### config.mk
export PLATFORM = sky130hd
export DESIGN_NAME = clk_gen_lock
export DESIGN_NICKNAME = d
export VERILOG_FILES = /design/src/rtl/clk_gen_pkg.sv /design/src/rtl/clk_gen_lock_divider.sv /design/src/rtl/clk_gen_lock.sv
export SDC_FILE = /design/constraint.sdc
export NUM_CORES = 1
export LEC_CHECK = 0
export ABC_AREA = 1
export ABC_CLOCK_PERIOD_IN_PS = 2000
export CAP_MARGIN = 5
export CORE_MARGIN = 2
export CORE_UTILIZATION = 55
export CTS_CLUSTER_DIAMETER = 60
export DETAILED_ROUTE_END_ITERATION = 12
export GPL_TIMING_DRIVEN = 0
export PLACE_DENSITY = 0.85
export SKIP_CTS_REPAIR_TIMING = 1
export SLEW_MARGIN = 5
export SYNTH_ARGS = -nofsm -noshare
export SYNTH_HDL_FRONTEND = slang
export SYNTH_HIERARCHICAL = 1
export SYNTH_SLANG_ARGS = --single-unit
### constraint.sdc
create_clock -name clkin -period 2 [get_ports clkin]
set_input_delay 0.6 -clock clkin [delete_from_list [all_inputs] [get_ports clkin]]
set_output_delay 0.6 -clock clkin [all_outputs]
set_load 0.01 [all_outputs]
### src/rtl/clk_gen_pkg.sv
// rtl/clk_gen_pkg.sv - shared constants and helpers for the clock generation block
//
// Purpose: default divider/lock constants and small elaboration-time helpers
//          used by clk_gen_lock and clk_divider.
// Ports:   none (package).
package clk_gen_pkg;

    localparam int DIV_OUT_DEF     = 4;
    localparam int OSC_DIV_DEF     = 96;
    localparam int LOCK_CYCLES_DEF = 64;
    localparam int SDIV_DEF        = 2;

    // Number of clkin cycles the output spends high in a P-cycle period.
    function automatic int ceil_half(int p);
        return (p + 1) / 2;
    endfunction

    // Width of a counter that walks 0..p-1.
    function automatic int cnt_w(int p);
        return $clog2(p);
    endfunction

endpackage

### src/rtl/clk_gen_lock_divider.sv
// rtl/clk_gen_lock_divider.sv - enable-gated integer clock divider with registered output
//
// Purpose: divides clk by P; output high for ceil(P/2) cycles, low for the rest.
//          The first enabled edge drives q high with the counter at phase 0, so a
//          divider released mid-stream starts on a full high phase (no runt pulse).
// Ports:
//   clk    in  1  reference clock, rising edge
//   reset  in  1  asynchronous, active-high reset
//   en     in  1  0 holds cnt=0 and q=0; must be the value valid for this edge
//   q      out 1  divided clock, flop-driven
module clk_divider
    import clk_gen_pkg::*;
#(
    parameter int P = 4
) (
    input  logic clk,
    input  logic reset,
    input  logic en,
    output logic q
);

    localparam int             CW   = cnt_w(P);
    localparam logic [CW-1:0]  HI   = CW'(ceil_half(P));
    localparam logic [CW-1:0]  LAST = CW'(P - 1);

    logic [CW-1:0] cnt;
    logic [CW-1:0] cnt_n;
    logic          running;

    // cnt holds the phase of the value currently on q; the first enabled
    // edge lands on phase 0 rather than advancing past it.
    always_comb begin
        cnt_n = '0;
        if (running && (cnt != LAST)) begin
            cnt_n = cnt + 1'b1;
        end
    end

    always_ff @(posedge clk or posedge reset) begin
        if (reset) begin
            cnt     <= '0;
            running <= 1'b0;
            q       <= 1'b0;
        end else if (!en) begin
            cnt     <= '0;
            running <= 1'b0;
            q       <= 1'b0;
        end else begin
            cnt     <= cnt_n;
            running <= 1'b1;
            q       <= (cnt_n < HI);
        end
    end

endmodule

### src/rtl/clk_gen_lock.sv
// rtl/clk_gen_lock.sv - lock-gated divided clock, free-running slow clock and lock flag
//
// Purpose: models the board PLL/oscillator pair from one reference clock.
//          Optional feature macro: CLKOUTD_EN adds clkoutd = clkin/(DIV_OUT*SDIV).
// Ports:
//   clkin    in  1  reference clock; all logic on its rising edge
//   reset    in  1  asynchronous, active-high reset
//   clkout   out 1  clkin/DIV_OUT, held 0 until lock
//   oscout   out 1  clkin/OSC_DIV, free-running from reset release
//   lock     out 1  set on the LOCK_CYCLES-th edge after release, sticky until reset
//   clkoutd  out 1  clkin/(DIV_OUT*SDIV), only when CLKOUTD_EN is defined
module clk_gen_lock
    import clk_gen_pkg::*;
#(
    parameter int DIV_OUT     = DIV_OUT_DEF,
    parameter int OSC_DIV     = OSC_DIV_DEF,
    parameter int LOCK_CYCLES = LOCK_CYCLES_DEF,
    parameter int SDIV        = SDIV_DEF
) (
    input  logic clkin,
    input  logic reset,
    output logic clkout,
    output logic oscout,
    output logic lock
`ifdef CLKOUTD_EN
    ,
    output logic clkoutd
`endif
);

    generate
        if (DIV_OUT < 2) begin : g_bad_div_out
            $error("clk_gen_lock: DIV_OUT must be >= 2");
        end
        if (OSC_DIV < 2) begin : g_bad_osc_div
            $error("clk_gen_lock: OSC_DIV must be >= 2");
        end
        if (LOCK_CYCLES < 1) begin : g_bad_lock_cycles
            $error("clk_gen_lock: LOCK_CYCLES must be >= 1");
        end
`ifdef CLKOUTD_EN
        if ((SDIV < 2) || ((SDIV % 2) != 0)) begin : g_bad_sdiv
            $error("clk_gen_lock: SDIV must be even and >= 2");
        end
`endif
    endgenerate

    localparam int            LW      = $clog2(LOCK_CYCLES + 1);
    localparam logic [LW-1:0] LC_LAST = LW'(LOCK_CYCLES - 1);

    logic [LW-1:0] lock_cnt;
    logic          lock_set;
    logic          lock_en;

    // lock_set is true on the edge that registers lock; the gated dividers
    // are enabled from that same edge so their first high phase coincides
    // with lock rising.
    always_comb begin
        lock_set = 1'b0;
        if (!lock && (lock_cnt == LC_LAST)) begin
            lock_set = 1'b1;
        end
        lock_en = lock | lock_set;
    end

    always_ff @(posedge clkin or posedge reset) begin
        if (reset) begin
            lock_cnt <= '0;
            lock     <= 1'b0;
        end else if (!lock) begin
            lock_cnt <= lock_cnt + 1'b1;
            lock     <= lock_set;
        end
    end

    clk_divider #(.P(OSC_DIV)) u_osc_div (
        .clk   (clkin),
        .reset (reset),
        .en    (1'b1),
        .q     (oscout)
    );

    clk_divider #(.P(DIV_OUT)) u_out_div (
        .clk   (clkin),
        .reset (reset),
        .en    (lock_en),
        .q     (clkout)
    );

`ifdef CLKOUTD_EN
    clk_divider #(.P(DIV_OUT * SDIV)) u_outd_div (
        .clk   (clkin),
        .reset (reset),
        .en    (lock_en),
        .q     (clkoutd)
    );
`endif

endmodule

==> metrics.md <==
| Metric | Value |
|---|---|
| Fill cells | 132 |
| Mapped Area | 976 um^2 |
| Worst path depth | 1 |
| Leading post-synthesis cells by cell area | dfrtp_1 54%, nand2_1 10%, inv_1 6.9% |
| Initial DRC Count | 26 |
| Die width | 46.1 um |
| Clk Latency, worst-skew pair | 300 ps |
| Worst path max stage delay | 560 ps |
| Post-synth EDFFs | 0 |
| Initial antenna violation count | 0 |
| Status | complete, no violations |
| Max Root-Sink Buffers | 2 |
| Skew final | 4.02 ps |
| Clk pin slew, worst setup/hold paths | 120 ps |
| Worst R2R Path Depth | 6 |
| Largest family of logic cells by synthesized area | simple AND/OR/NAND/NOR gates |
| Yosys top cell by area | dfrtp_1 |
| Worst path cell trace | clkdlybuf4s50_1 |
| Ys flop type | dfrtp_1 |
| Largest net degree at the start of global routing | 13 |
| WL/cell | 11.8 um |
| CORE AREA | 0.00169 mm^2 |
| Die height | 46.1 um |
| N_diodes | 0 |
| CTS tree | built |
| Syn Area/Cell | 8.79 um^2 |
| Synth Area in XOR/XNOR | 0.0359 |
| Cell family with most CP delay | buffers and inverters |
| Bufs and invs on worst path | 1 |
| I/O pins | 5 |
| Pins over their slew limit | 0 |
| Yosys reg bits | 21 |
| Post-Syn Instances | 111 |
| Post-Synth Adder-Cell Area | 0.0385 |
| Max-Cap Viols | 0 |
| Hpwl dp | 1170 um |
| Leak | 0.564 nW |
| Final hold vios | 0 |
| Overall routing resource usage | 0.184 |
| Period utilization | 0.945 |
| Hold wc startpoint | u_out_div/cnt[0] |
| Final setup violation count | 0 |
| Post-route setup TNS | 0 ps |
| VDD IR max | 0.000482 V |
| Crit path capture type | output pin |
| Critical Path Source Type | register |
| Seq/Total Area, Yosys | 0.538 |
| Min-Delay Path Depth | 1 |
| Die area | 0.00213 mm^2 |
| # rows | 15 |
| Vias in the first global route | 683 |
| H-tree Lvls | 1 |
| Commonest cells in the netlist | 26 x nand2_1, 21 x dfrtp_1, 18 x inv_1 |
| Final antenna-violating net count | 0 |
| Share of the synthesized area in the top cell type | 0.538 |
| Ys async rst share | 1.00 |
| Layout cell share with drive strength beyond 1 | 0.131 |
| NumNets Final | 128 |
| Crit-path max FO | 5 |
| Worst Hold End | u_out_div/cnt[0] |
| Synth warnings | 6 |
| RR Endpoint | u_osc_div/cnt[2] |
| Power Dens Cells | 609 mW/mm^2 |
| Post-synthesis mux area share | 0 |
| R2R Path Start | u_osc_div/cnt[0] |
| Final WL | 1630 um |
| Reg2Reg Setup Slack | 660 ps |
| RSZ-0062 raised after global routing | false |
| Simple-gate share of the synthesized area | 0.297 |
| HP Class | register to register |
| # DRC | 0 |
| CTS Buf Count | 3 |
| Worst setup margin | 109 ps |
| Routed vias | 716 |
| Initial Util | 0.578 |
| Compound-cell area share of the yosys netlist | 0.0128 |
| CP required | 1400 ps |
| GRT overflow | 0 |
| Clock tree sinks | 21 |
| Root Buffer | clkbuf_4 |
| Count leader, synth | nand2_1 |
| Worst path slowest cell | clkdlybuf4s50_1 |
| Number of distinct library cells after synthesis | 19 |
| Worst hold slack | 443 ps |
| Drt pass-1 iters | 4 |
| IO buf count | 4 |
| Critical path type | register to output pin |
| Avg Vias per Cell | 5.15 |
| WP data arrival | 1290 ps |
| Area growth, synth to finish | 10.4% |
| Fmax | 529 MHz |
| Gpl congestion | 0.794 |
| Global-route wire length before repair | 2730 um |
| Min Tclk post-route | 1890 ps |
| Dpl ws | 402 ps |
state kept, by name, summed over array words and instances (netlist names):
name	count
lock	1
lock_cnt	7
u_osc_div/cnt	7
u_osc_div/q	1
u_osc_div/running	1
u_out_div/cnt	2
u_out_div/q	1
u_out_div/running	1
stage by stage:
stage | instances | power, mW | utilization | instance area, um^2
2_1_floorplan | 114 | 0.453 | - | 987
3_3_place_gp | 135 | 0.461 | 0.621 | 1050
3_5_place_dp | 135 | 0.461 | 0.621 | 1050
4_1_cts | 139 | 0.661 | 0.637 | 1080
5_1_grt | 139 | 0.677 | 0.638 | 1080
6_report | 139 | 0.656 | 0.638 | 1080
kinds of logic after synthesis:
group | after synthesis
buffers and inverters | 19
DFF | 21
xor gates and xnor gates | 4
and+or+nand+nor | 61
AOI/OAI and AO/OA | 2
other | 1
adders and majority gates | 3
layout make-up:
cell class	instances	area, um^2	share of cell area
Timing Repair Buffer	4	40.0	0.0372
Sequential cell	21	527	0.489
Clock inverter	1	5.00	0.00465
Tap cell	17	21.3	0.0197
Clock buffer	3	22.5	0.0209
Inverter	19	71.3	0.0662
Multi-Input combinational cell	74	390	0.362
layer usage:
layer	wire, um	part of all wire	vias to the layer above	track usage
met3	79	0.048	6	0.0431
met5	0	0	-	0
met1	686	0.42	335	0.210
met2	814	0.50	23	0.311
met4	54	0.033	0	0.109
li1	-	-	352	-
where the power goes:
part	leakage (nW)	switching [mW]	total (mW)	internal, mW
clock	0.0177	0.128	0.202	0.0744
combinational	0.275	0.0153	0.0219	0.00658
sequential	0.272	0.00305	0.431	0.428
total	0.564	0.146	0.656	0.509
cells in the final DEF, fill, tap and decap left out, drive strengths merged:
cell type,synthesis,layout
nand3b,2,2
ha,3,3
clkinv,0,1
clkbuf,0,3
conb,1,4
clkdlybuf4s50,0,4
nand3,11,11
nor2,16,16
nand2,30,30
nor3,2,2
xor2,3,3
o21ai,1,1
o21bai,1,1
dfrtp,21,21
xnor2,1,1
inv,19,19
worst max-delay path by stage:
stage                startpoint          end  slack (ps)
2_1_floorplan  u_osc_div/cnt[0]  u_osc_div/q         800
3_3_place_gp               lock         lock         420
3_5_place_dp               lock         lock         400
4_1_cts                    lock         lock          60
5_1_grt                    lock         lock          50
6_report                   lock         lock         110
No activity file was read; power rests on OpenSTA's default activity.
